## src/rtl/arcade_input_mapper.sv

```systemverilog
// arcade_input_mapper: merges PS/2 keys and joysticks into active-low cabinet controls
// with rotation, per-player autofire and a coin pulse generator with lockout.
module arcade_input_mapper #(
  parameter int          PLAYERS  = 2,
  parameter int          BUTTONS  = 3,
  parameter logic [23:0] COIN_LEN = 24'd2457600,
  parameter logic [19:0] AF_DIV   = 20'd409600
) (
  input  logic                         clk_sys,
  input  logic                         I_RESETn,
  input  logic [10:0]                  ps2_key,
  input  logic [16*PLAYERS-1:0]        joystick,
  input  logic [1:0]                   rotate,
  input  logic                         coin_mode,
  input  logic [PLAYERS-1:0]           autofire_en,
  output logic [4*PLAYERS-1:0]         O_DIR_n,
  output logic [BUTTONS*PLAYERS-1:0]   O_BTN_n,
  output logic [PLAYERS-1:0]           O_START_n,
  output logic                         O_COIN_n
);
  typedef enum logic [1:0] {IDLE, PULSE, GAP} coin_t;
  coin_t                       state;
  logic [23:0]                 coin_cnt;
  logic                        old_tog, primed, ev, st, key_coin, af_phase, req, req_q;
  logic [8:0]                  code;
  logic [3:0]                  key_dir, dir_hit;
  logic [BUTTONS-1:0]          key_btn, btn_hit;
  logic [PLAYERS-1:0]          key_start, start_hit, start_eff, coin_raw;
  logic [19:0]                 af_cnt;
  logic [4*PLAYERS-1:0]        dir_eff;
  logic [BUTTONS*PLAYERS-1:0]  btn_eff;
  always_comb begin
    ev      = primed && (ps2_key[10] != old_tog);
    st      = ps2_key[9];
    code    = ps2_key[8:0];
    dir_hit = {code[7:0] == 8'h75, code[7:0] == 8'h72, code[7:0] == 8'h6B, code[7:0] == 8'h74};
    for (int b = 0; b < BUTTONS; b++)
      btn_hit[b] = (b == 0) ? (code == 9'h029 || code == 9'h014) :
                   (b == 1) ? (code == 9'h011) :
                   (b == 2) ? (code == 9'h012) : 1'b0;
    for (int p = 0; p < PLAYERS; p++)
      start_hit[p] = (p == 0) ? (code == 9'h005) : (p == 1) ? (code == 9'h006) : 1'b0;
  end
  for (genvar p = 0; p < PLAYERS; p++) begin : g_p
    logic [15:0] j;
    logic [3:0]  raw;
    logic        unused_j;
    assign j        = joystick[16*p +: 16];
    assign unused_j = ^j[15:6+BUTTONS];
    assign raw      = j[3:0] | ((p == 0) ? key_dir : 4'b0);
    // bit order is R,L,D,U; each mode picks which raw direction feeds U',D',L',R'
    assign dir_eff[4*p +: 4] = (rotate == 2'd1) ? {raw[1], raw[0], raw[2], raw[3]} :
                               (rotate == 2'd2) ? {raw[2], raw[3], raw[0], raw[1]} :
                               (rotate == 2'd3) ? {raw[0], raw[1], raw[3], raw[2]} : raw;
    for (genvar b = 0; b < BUTTONS; b++) begin : g_b
      assign btn_eff[BUTTONS*p+b] = (j[4+b] | ((p == 0) & key_btn[b])) &
                                    ((b != 0) | ~autofire_en[p] | af_phase);
    end
    assign start_eff[p] = j[4+BUTTONS] | key_start[p];
    assign coin_raw[p]  = j[5+BUTTONS];
  end
  assign req = (|coin_raw) | key_coin | (~coin_mode & (|start_eff));
  always_ff @(posedge clk_sys or negedge I_RESETn) begin
    if (!I_RESETn) begin
      old_tog   <= 1'b0;
      primed    <= 1'b0;
      key_dir   <= '0;
      key_btn   <= '0;
      key_start <= '0;
      key_coin  <= 1'b0;
      af_cnt    <= '0;
      af_phase  <= 1'b1;
      req_q     <= 1'b0;
      state     <= IDLE;
      coin_cnt  <= '0;
      O_DIR_n   <= '1;
      O_BTN_n   <= '1;
      O_START_n <= '1;
      O_COIN_n  <= 1'b1;
    end else begin
      if (!primed) begin
        old_tog <= ps2_key[10];
        primed  <= 1'b1;
      end else if (ev) begin
        old_tog <= ps2_key[10];
        for (int i = 0; i < 4; i++) if (dir_hit[i]) key_dir[i] <= st;
        for (int b = 0; b < BUTTONS; b++) if (btn_hit[b]) key_btn[b] <= st;
        for (int p = 0; p < PLAYERS; p++) if (start_hit[p]) key_start[p] <= st;
        if (code == 9'h02E) key_coin <= st;
      end
      af_cnt    <= (af_cnt == AF_DIV - 20'd1) ? 20'd0 : af_cnt + 20'd1;
      af_phase  <= (af_cnt == AF_DIV - 20'd1) ? ~af_phase : af_phase;
      O_DIR_n   <= ~dir_eff;
      O_BTN_n   <= ~btn_eff;
      O_START_n <= ~start_eff;
      req_q     <= req;
      // only a fresh rising edge seen in IDLE starts a pulse; edges while busy are lost
      case (state)
        IDLE: if (req && !req_q) begin
          state    <= PULSE;
          coin_cnt <= '0;
          O_COIN_n <= 1'b0;
        end
        PULSE: if (coin_cnt == COIN_LEN - 24'd1) begin
          state    <= GAP;
          coin_cnt <= '0;
          O_COIN_n <= 1'b1;
        end else coin_cnt <= coin_cnt + 24'd1;
        GAP: if (coin_cnt == COIN_LEN - 24'd1) begin
          state    <= IDLE;
          coin_cnt <= '0;
        end else coin_cnt <= coin_cnt + 24'd1;
        default: state <= IDLE;
      endcase
    end
  end
endmodule

```

## config.mk

```make
export PLATFORM = sky130hd
export DESIGN_NAME = arcade_input_mapper
export DESIGN_NICKNAME = d
export VERILOG_FILES = /design/src/rtl/arcade_input_mapper.sv
export SDC_FILE = /design/constraint.sdc
export NUM_CORES = 1
export LEC_CHECK = 0
export ABC_CLOCK_PERIOD_IN_PS = 3100
export CORE_MARGIN = 2
export CORE_UTILIZATION = 53
export CTS_CLUSTER_SIZE = 8
export DETAILED_ROUTE_END_ITERATION = 10
export PLACE_DENSITY = 0.8
export REMOVE_ABC_BUFFERS = 1
export SYNTH_ARGS = -nofsm -noshare
export SYNTH_HDL_FRONTEND = slang
export SYNTH_SLANG_ARGS = --single-unit
```

## constraint.sdc

```tcl
create_clock -name clk_sys -period 3.1 [get_ports clk_sys]
set_clock_uncertainty 0.2 [all_clocks]
set_input_delay 0.465 -clock clk_sys [delete_from_list [all_inputs] [get_ports clk_sys]]
set_output_delay 0.465 -clock clk_sys [all_outputs]
set_load 0.05 [all_outputs]
```

=== After elaboration in Yosys (flattened, before gate mapping) ===
Cells that the tools add are included.
W data, S select, Z words.

* Bits in registers: 77
* Input port bits: 50
* Output and inout bits: 17

* Add/subtract/negate cells: 2
* Eq/ne operators: 23
* Multiplexer cells: 19
* Bitwise gates (word level): 20
* Reduce and logical (&&, ||, !) cells: 23

{| class="wikitable"
|+ Operators by type and width
! operator !! number
|-
| $mux W24 || 2
|-
| $pmux W24 S2 || 1
|-
| $reduce_and A3 Y1 || 12
|-
| $eq A8 B7 Y1 const B || 4
|-
| $eq A9 B5 Y1 const B || 3
|-
| $add A24 B1 Y24 const B || 1
|-
| $eq A24 B22 Y1 const B || 1
|-
| $mux W4 || 6
|-
| $add A20 B1 Y20 const B || 1
|-
| $eq A20 B19 Y1 const B || 1
|-
| $mux W20 || 1
|-
| $eq A9 B3 Y1 const B || 2
|-
| $eq A9 B6 Y1 const B || 2
|-
| $or A1 B1 Y1 || 9
|-
| $not A8 Y8 || 1
|-
| $eq A2 B2 Y1 const B || 3
|-
| $mux W2 || 3
|-
| $ne A2 B2 Y1 const B || 3
|-
| $not A6 Y6 || 1
|-
| $pmux W2 S3 || 1
|-
| $reduce_or A2 Y1 || 3
|-
| $eq A2 B1 Y1 const B || 2
|-
| $mux W1 || 4
|-
| $not A1 Y1 || 4
|-
| other kinds (12) || 16
|}

=== Longest topological paths before layout ===
Gate-level depths: netlist (run 1).

* Word-level depth: 7
* Gate-level depth with buffers: 8
* Mapped depth without buffers: 6

=== Least setup slack after synthesis (run 1) ===
OpenSTA, ideal clock, no wires.

* Kind: register -> register
* Start point: reg coin_cnt[0]
* End point: reg coin_cnt[5]
* Setup time: 0.121 ns
* Data arrival time: 1.962 ns
* Required time: 2.779 ns
* Slack: 0.817 ns
* Stages on the path, launching flop included: 9
* Path buffers: 2
* Clock period less this slack: 2.283 ns
* Cell sequence: dfrtp_1 -> ha_1 -> nand3_1 -> or4_1 -> buf_2 -> o21a_4 -> buf_6 -> a21o_1 -> a22o_1

* Longest elaborated chain between the ends: 3
* Elaborated cells on any way between the ends: 4
* Classes of those cells: add/sub (1); eq/ne (1); mux (2)

{| class="wikitable"
|+ Ends and longest elaborated chain
! item !! line !! RTL
|-
| start, declared || 23 || <nowiki>logic [23:0] coin_cnt;</nowiki>
|-
| start signal, assigned || 108 || <nowiki>end else coin_cnt <= coin_cnt + 24'd1;</nowiki>
|-
| start signal, assigned || 112 || <nowiki>end else coin_cnt <= coin_cnt + 24'd1;</nowiki>
|-
| $add A24 B1 Y24 or $eq A24 B22 Y1 (tied branches) || - ||
|-
| $mux W24 * || 104, 109 ||
|-
| $pmux W24 S2 * || 98 || <nowiki>case (state)</nowiki>
|}

Mark *: on every way between the ends. The rest lies on a longest branch, timed or not.
A chain may end at the register's enable or synchronous reset.

=== Worst setup path after layout (run 1) ===
* Start point: reg coin_cnt[0]
* End point: reg coin_cnt[11]

The elaborated chain is that of the path after synthesis.

==> results.md, run 1 <==
* Outcome: complete, no violations
* Detailed-route wire length per cell at 14.5 microns
* Most frequent cells in the layout: dfrtp_1 (59), clkdlybuf4s50_1 (51), nor2_1 (34)
* Worst Max-Slew Pin Slew at 0.952 ns
* Cell Pwr Density at 418 nW/um^2
* Clock Sinks at 77
* CP max FO at 13
* Post_cts resized at 0
* Clk buf depth at 2
* Starting density of the core at 0.539
* GRT Total Usage at 0.213
* 1st-pass router iterations at 5
* Setup Buffers After CTS at 0
* Core ar. at 7180 sq um
* Critical path data arrival time at 2.67 ns
* Drt drc at 0
* Max VDD drop at 0.363 mV
* Clock Pin Slew Worst Setup and Hold Paths at 0.08 ns
* TritonCTS clock tree: built
* Slew headroom at 0.366
* Final Hold Viols at 0
* Pwr Total at 1.94 mW
* Layout area overhead at 20.3%
* Antenna Cells at 0
* Initial DRC count at 224
* Final setup fails at 0
* Die H at 89.4 microns
* Synth top area cells: dfrtp_1 (38%), dfstp_2 (12%), nor2_1 (3.3%)
* Most used DFF post-synth: dfrtp_1
* Layout cells sized above 1 at 0.128
* Detailed Place HPWL at 5.42 mm
* Yosys top cell area share at 0.382
* H-tree Lvls at 3
* Worst-Skew Late Latency at 0.34 ns
* DP Cell Count at 520
* Vias per inst at 5.69
* Worst Setup Path Type: flop to flop
* Detail Route Antenna Nets at 0
* CP Data Required Time at 3.10 ns
* Top Ports at 67
* Yosys top cell by area: dfrtp_1
* Max_cap viols at 0
* Setup TNS at 0 ns
* Critical path endpoint category: flop
* Hold Worst Slack at 0.0707 ns
* RSZ-0062 raised after global routing: false
* Worst R2R Setup Slack at 0.42 ns
* Tmin final at 2.68 ns
* Slew Limit Fails at 0
* Fin util at 0.648
* Mapped Area at 3870 sq um
* Vias in the first global route at 2847
* Commonest non-fill, non-tap cell in the layout: dfrtp_1
* Yosys cell types at 55
* Final net count at 487
* Critical path launch point type: flop
* Via count at 3050
* Syn_area_per_cell at 10.2 sq um
* DRT Wirelength at 7.78 mm
* Highest clock rate at 374 MHz
* Root buf cell: clkbuf_8
* Fillers at 566
* Post-CTS Hold Fix Bufs at 0
* Gpl congestion at 0.906
* Die area at 8000 sq um
* Yosys warns at 0
* CTS buffer count at 9
* EDFF count, synth at 0
* Mapped Cells at 378
* Row cnt at 31
* Antenna violations before repair at 0
* Chip width at 89.4 microns
* Ys async rst share at 1.00
* Largest net degree at the start of global routing at 78
* Worst Reg2Reg Path Length in Cells at 6
* Global-route wire length before repair at 13.2 mm
* Leak at 1.97 nW
* Sequential-to-total area share from yosys stat at 0.504
* Period utilisation layout at 0.864
* Gr ovfl total at 0
* Port bufs at 52
* Fin cells at 536
* Hold Path Class: input pin to async pin
* Seq cells post-synth at 77
-- state kept, by name, indices dropped and copies added (netlist names) --
signal	cells
coin_cnt	24
af_cnt	20
O_DIR_n	8
O_BTN_n	6
key_dir	4
key_btn	3
O_START_n	2
key_start	2
state	2
O_COIN_n	1
af_phase	1
key_coin	1
old_tog	1
primed	1
req_q	1
-- synthesized netlist by cell type (all sizes together), types with 2 or more instances --
| library cell | count |
|---|---|
| nand4 | 13 |
| a21oi | 13 |
| and3 | 7 |
| nor4b | 2 |
| or4 | 4 |
| or2 | 3 |
| a22o | 7 |
| ha | 5 |
| a21o | 7 |
| a22oi | 4 |
| buf | 6 |
| clkbuf | 6 |
| nor4 | 5 |
| xnor2 | 11 |
| nor3 | 17 |
| nand3 | 16 |
| nor2 | 34 |
| o21ai | 21 |
| mux2i | 6 |
| and2 | 6 |
| and4 | 3 |
| nand2b | 7 |
| mux2 | 10 |
| o31ai | 7 |
| nand3b | 2 |
| nor2b | 8 |
| mux4 | 4 |
| inv | 19 |
| a31oi | 5 |
| xor2 | 6 |
| dfstp | 18 |
| dfrtp | 59 |
| nand2 | 21 |
-- kinds of logic (layout without fill, tap and decap cells) --
kind of cell / count (synthesis) / in the layout / share of synthesized area
other: 1 / 1 / 0.000970
buffers and inverters: 31 / 90 / 0.0333
muxes: 20 / 20 / 0.0679
and+or+nand+nor: 153 / 153 / 0.212
xor gates and xnor gates: 17 / 17 / 0.0385
DFF: 77 / 77 / 0.504
AOI/OAI and AO/OA: 74 / 74 / 0.127
adders and majority gates: 5 / 5 / 0.0162
-- area by class of cell --
type | count | area (sq um) | area share
timing repair buffer | 55 | 541 | 0.116
clock buffer | 12 | 156 | 0.0336
clock inverter | 4 | 22.5 | 0.00484
sequential | 77 | 1950 | 0.419
inverter | 19 | 71.3 | 0.0153
tap | 99 | 124 | 0.0266
multi-input combinational | 270 | 1790 | 0.385
-- routing by layer --
layer	GRT usage	wire length, microns	vias to the layer above
li1	-	-	1480
met5	0	0	-
met1	0.292	3490	1472
met2	0.343	3830	84
met4	0.0611	114	0
met3	0.0443	343	14
-- path summary, 6_finish.rpt --
path | startpoint | endpoint
worst max-delay path | coin_cnt[0] | coin_cnt[11]
worst min-delay path | I_RESETn | af_cnt[3]
worst max register to register | coin_cnt[0] | coin_cnt[11]
worst min register to register | key_btn[1] | O_BTN_n[1]
max in group asynchronous | I_RESETn | af_cnt[14]
min in group clk_sys | key_btn[1] | O_BTN_n[1]
-- stage by stage --
| step | cell area [sq um] | worst slack (ns) |
|---|---|---|
| after floorplan | 3810 | 0.514 |
| after global placement | 4470 | 0.432 |
| after detailed placement | 4470 | 0.378 |
| after CTS | 4650 | 0.411 |
| after global routing | 4650 | 0.190 |
| final | 4650 | 0.423 |
-- critical path, stage by stage, from the launching register on --
cell      delay [ns]
dfrtp_1         0.40
ha_1            0.21
nand3_1         0.17
or4_1           0.68
o21a_4          0.35
nand2_1         0.33
o311ai_0        0.19
-- power by group --
part / switching (mW) / internal, mW
Clock: 0.355 / 0.336
Sequential: 0.00711 / 1.04
Combinational: 0.121 / 0.0878
Total: 0.484 / 1.46
Power figures use the tool's default switching activity.
==> run 2, diff against run 1 <==
--- a/config.mk
+++ b/config.mk
@@ -10,7 +10,7 @@
 export CORE_UTILIZATION = 53
 export CTS_CLUSTER_SIZE = 8
 export DETAILED_ROUTE_END_ITERATION = 10
-export PLACE_DENSITY = 0.8
+export PLACE_DENSITY = 0.85
 export REMOVE_ABC_BUFFERS = 1
 export SYNTH_ARGS = -nofsm -noshare
 export SYNTH_HDL_FRONTEND = slang
==> results.md, run 2 (synthesis gave the netlist of run 1 again) <==
* Biggest regs: coin_cnt x24, af_cnt x20, O_DIR_n x8
* Met2 GRT Util at 0.377
* Busiest layer in global routing: met2
* Clk buf depth at 2
* Clock Sinks at 77
* Initial DRC count at 292
* Leak at 1.98 nW
* Final Hold Viols at 0
* Drt drc at 0
* Via count at 3067
* Final setup fails at 0
* Setup TNS at 0 ns
* Critical path data arrival time at 2.76 ns
* Tmin final at 2.76 ns
* CP Data Required Time at 3.10 ns
* Vias in the first global route at 2986
* M1 GR Usage at 0.279
* Worst Setup Path Type: flop to flop
* H-tree Lvls at 3
* Die area at 8000 sq um
* Detailed Place HPWL at 5.69 mm
* Most frequent cells in the layout: dfrtp_1 (59), clkdlybuf4s50_1 (51), nor2_1 (34)
* CP max FO at 13
* Slew headroom at 0.380
* Vias per inst at 5.72
* 1st-pass router iterations at 4
* Antenna violations before repair at 0
* Cell Pwr Density at 427 nW/um^2
* Hold Worst Slack at 0.0608 ns
* Top Ports at 67
* RSZ-0062 raised after global routing: false
* Row cnt at 31
* Largest net degree at the start of global routing at 78
* Port bufs at 52
* Largest Register: coin_cnt
* Critical path endpoint category: flop
* Layout area overhead at 20.8%
* Die H at 89.4 microns
* Post_cts resized at 0
* Max reg flops at 24
* Max_cap viols at 0
* Chip width at 89.4 microns
* CTS buffer count at 9
* Outcome: complete, no violations
* Root buf cell: clkbuf_8
* Layout cells sized above 1 at 0.130
* Antenna Cells at 0
* Post-CTS Hold Fix Bufs at 0
* Detail Route Antenna Nets at 0
* Worst-Skew Late Latency at 0.36 ns
* Routing usage on met3 at 0.0517
* Highest clock rate at 362 MHz
* DRT Wirelength at 8.20 mm
* Global-route wire length before repair at 13.7 mm
* Setup Buffers After CTS at 0
* Critical path launch point type: flop
* Detailed-route wire length per cell at 15.3 microns
* Max VDD drop at 0.242 mV
* Clock Pin Slew Worst Setup and Hold Paths at 0.07 ns
* Gr ovfl total at 0
* Hold Path Class: input pin to async pin
* Commonest non-fill, non-tap cell in the layout: dfrtp_1
* GRT Total Usage at 0.222
* Period utilisation layout at 0.891
* Core ar. at 7180 sq um
* Starting density of the core at 0.539
* Final net count at 487
* TritonCTS clock tree: built
* Slew Limit Fails at 0
* Worst Max-Slew Pin Slew at 0.930 ns
* Gpl congestion at 0.852
* Fillers at 534
==> run 2: changes by cell type in the layout (fill, tap and decap cells not counted) <==
| cell | change |
|---|---|
| clkbuf_1 | -1 |
| clkbuf_8 | +2 |
| clkinv_2 | -1 |
==> run 2: final cells by class <==
class,count,area (sq um),share of cell area
clock buffer,13,180,0.0386
sequential,77,1950,0.417
multi-input combinational,270,1790,0.383
clock inverter,3,17.5,0.00375
inverter,19,71.3,0.0153
timing repair buffer,55,541,0.116
tap,99,124,0.0265
==> run 2: layer usage <==
metal  vias up  part of all wire
li1       1484                 -
met1      1500              0.42
met2        68              0.52
met3        15             0.043
met4         0             0.018
met5         -                 0
==> run 2: path summary, 6_finish.rpt <==
| kind | end | depth (start not counted) | startpoint | slack (ns) |
|---|---|---|---|---|
| worst max-delay path | coin_cnt[11] | 6 | coin_cnt[0] | 0.34 |
| max in group asynchronous | af_cnt[15] | 1 | I_RESETn | 2.06 |
| worst min-delay path | key_dir[3] | 1 | I_RESETn | 0.06 |
| worst max register to register | coin_cnt[11] | 6 | coin_cnt[0] | 0.34 |
| worst min register to register | O_BTN_n[2] | 1 | key_btn[2] | 0.21 |
| min in group clk_sys | O_BTN_n[2] | 1 | key_btn[2] | 0.21 |
==> run 2: power by group <==
| part | total [mW] | switching (mW) | internal, mW |
|---|---|---|---|
| sequential | 1.04 | 0.00718 | 1.04 |
| combinational | 0.212 | 0.123 | 0.0886 |
| clock | 0.741 | 0.360 | 0.381 |
| total | 2.00 | 0.490 | 1.51 |
==> run 2: per-stage QoR <==
stage,cell area [sq um],util,worst slack (ns),total power [mW],instances
5_1_grt,4670,0.651,0.166,2.06,536
2_1_floorplan,3810,-,0.514,1.16,366
3_5_place_dp,4470,0.624,0.195,1.28,520
3_3_place_gp,4470,0.624,0.416,1.27,520
4_1_cts,4670,0.651,0.353,2.01,536
6_report,4670,0.651,0.339,2.00,536
==> run 2: critical path, cell delays in order, from the launching register on <==
cell and delay (ns):
dfrtp_1 0.42, ha_1 0.22, nand3_1 0.17, or4_1 0.69
o21a_4 0.35, nand2_1 0.36, o311ai_0 0.20
==> run 3, diff against run 2 <==
--- a/config.mk
+++ b/config.mk
@@ -5,12 +5,12 @@
 export SDC_FILE = /design/constraint.sdc
 export NUM_CORES = 1
 export LEC_CHECK = 0
-export ABC_CLOCK_PERIOD_IN_PS = 3100
+export ABC_CLOCK_PERIOD_IN_PS = 3200
 export CORE_MARGIN = 2
-export CORE_UTILIZATION = 53
+export CORE_UTILIZATION = 57
 export CTS_CLUSTER_SIZE = 8
 export DETAILED_ROUTE_END_ITERATION = 10
-export PLACE_DENSITY = 0.85
+export PLACE_DENSITY = 0.9
 export REMOVE_ABC_BUFFERS = 1
 export SYNTH_ARGS = -nofsm -noshare
 export SYNTH_HDL_FRONTEND = slang
==> constraint.sdc (replaced) <==
create_clock -name clk_sys -period 3.2 [get_ports clk_sys]
set_clock_uncertainty 0.2 [all_clocks]
set_input_delay 0.48 -clock clk_sys [delete_from_list [all_inputs] [get_ports clk_sys]]
set_output_delay 0.48 -clock clk_sys [all_outputs]
set_load 0.05 [all_outputs]
==> results.md, run 3 (synthesis gave the netlist of run 1 again) <==
* Outcome: complete, no violations
* Starting density of the core at 0.579
* Antenna Cells at 0
* 1st-pass router iterations at 5
* Die area at 7460 sq um
* CP Data Required Time at 3.21 ns
* Max_cap viols at 0
* Int Pwr at 1.63 mW
* Clock Pin Slew Worst Setup and Hold Paths at 0.08 ns
* Highest clock rate at 372 MHz
* Commonest non-fill, non-tap cell in the layout: dfrtp_1
* Initial DRC count at 320
* Port bufs at 52
* Top Ports at 67
* Fin util at 0.701
* Antenna violations before repair at 0
* Max VDD drop at 0.319 mV
* Worst Max-Slew Pin Slew at 0.943 ns
* Worst-Skew Late Latency at 0.35 ns
* Sequential share of power at 0.482
* R2r endpoint: coin_cnt[11]
* R2R Path Start: coin_cnt[0]
* Gr ovfl total at 0
* Comb pwr share at 0.098
* Worst R2R Setup Slack at 0.51 ns
* DP Cell Count at 500
* Cell Pwr Density at 449 nW/um^2
* Row cnt at 30
* Layout area overhead at 21.1%
* Worst Reg2Reg Path Length in Cells at 6
* DRT Wirelength at 8.55 mm
* GRT Total Usage at 0.244
* Post_cts resized at 0
* RSZ-0062 raised after global routing: false
* Critical path data arrival time at 2.69 ns
* Final Hold Viols at 0
* Hold Worst Slack at 0.0559 ns
* Drt drc at 0
* Detailed Place HPWL at 5.89 mm
* Leak at 2.00 nW
* Worst Setup Path Type: flop to flop
* Slew headroom at 0.371
* Largest Register: coin_cnt
* Max reg flops at 24
* Vias in the first global route at 3157
* Root buf cell: clkbuf_8
* CTS buffer count at 9
* Period utilisation layout at 0.839
* Setup Buffers After CTS at 0
* Layout cells sized above 1 at 0.126
* H-tree Lvls at 3
* Sw power at 0.473 mW
* Sw frac at 0.225
* TritonCTS clock tree: built
* Die H at 86.4 microns
* Chip width at 86.4 microns
* Pwr Total at 2.10 mW
* Tmin final at 2.69 ns
* Fin cells at 516
* Detail Route Antenna Nets at 0
* Post-CTS Hold Fix Bufs at 0
* Slew Limit Fails at 0
* Clk buf depth at 2
* Clock share of power at 0.420
* CP max FO at 13
* Critical path endpoint category: flop
* Largest net degree at the start of global routing at 78
* Most frequent cells in the layout: dfrtp_1 (59), clkdlybuf4s50_1 (51), nor2_1 (34)
* Critical path launch point type: flop
* Detailed-route wire length per cell at 16.6 microns
* Hold Path Class: input pin to async pin
* Gpl congestion at 0.835
* Setup TNS at 0 ns
* Via count at 3172
* Core ar. at 6680 sq um
* Global-route wire length before repair at 14.4 mm
* Final net count at 486
* Clock Sinks at 77
* Vias per inst at 6.15
* Fillers at 481
* Final setup fails at 0
* Biggest regs: coin_cnt x24, af_cnt x20, O_DIR_n x8
## run 3: power groups by stage
| stage | Sequential (mW) | Clock, mW | Combinational (mW) |
|---|---|---|---|
| finish | 1.01 | 0.883 | 0.206 |
| global route | 1.01 | 0.933 | 0.220 |
| CTS | 1.01 | 0.886 | 0.207 |
| detailed placement | 1.03 | 0 | 0.206 |
| global placement | 1.03 | 0 | 0.199 |
| floorplan | 1.09 | 0 | 0.0354 |
## run 3: area by class of cell
type | instances | area (sq um) | share of cell area
multi-input combinational | 270 | 1790 | 0.382
clock buffer | 12 | 145 | 0.0310
sequential | 77 | 1950 | 0.416
inverter | 19 | 71.3 | 0.0152
clock inverter | 4 | 95.1 | 0.0203
timing repair buffer | 54 | 533 | 0.114
tap | 80 | 100 | 0.0214
## run 3: stage by stage
step,area [sq um],setup slack [ns]
2_1_floorplan,3810,0.614
3_3_place_gp,4440,0.393
3_5_place_dp,4440,0.355
4_1_cts,4680,0.542
5_1_grt,4680,0.342
6_report,4680,0.514
## run 3: worst max-delay path by stage
stage | startpoint | end | slack, ns | cells after the start
finish | coin_cnt[0] | coin_cnt[11] | 0.51 | 6
global route | state[0] | coin_cnt[11] | 0.34 | 6
CTS | coin_cnt[0] | coin_cnt[11] | 0.54 | 6
detailed placement | joystick[23] | coin_cnt[11] | 0.36 | 6
global placement | joystick[7] | coin_cnt[11] | 0.39 | 6
floorplan | state[0] | coin_cnt[9] | 0.61 | 6
## run 3: critical path: stages, from the launching register on
cell and delay [ns]:
dfrtp_1 0.41, ha_1 0.21, nand3_1 0.17, or4_1 0.69
o21a_4 0.35, nand2_1 0.33, o311ai_0 0.18
## run 3: metal layers
| metal | GRT usage | share of wire |
|---|---|---|
| met4 | 0.0980 | 0.018 |
| met3 | 0.0552 | 0.063 |
| met5 | 0 | 0 |
| met2 | 0.408 | 0.50 |
| met1 | 0.310 | 0.42 |
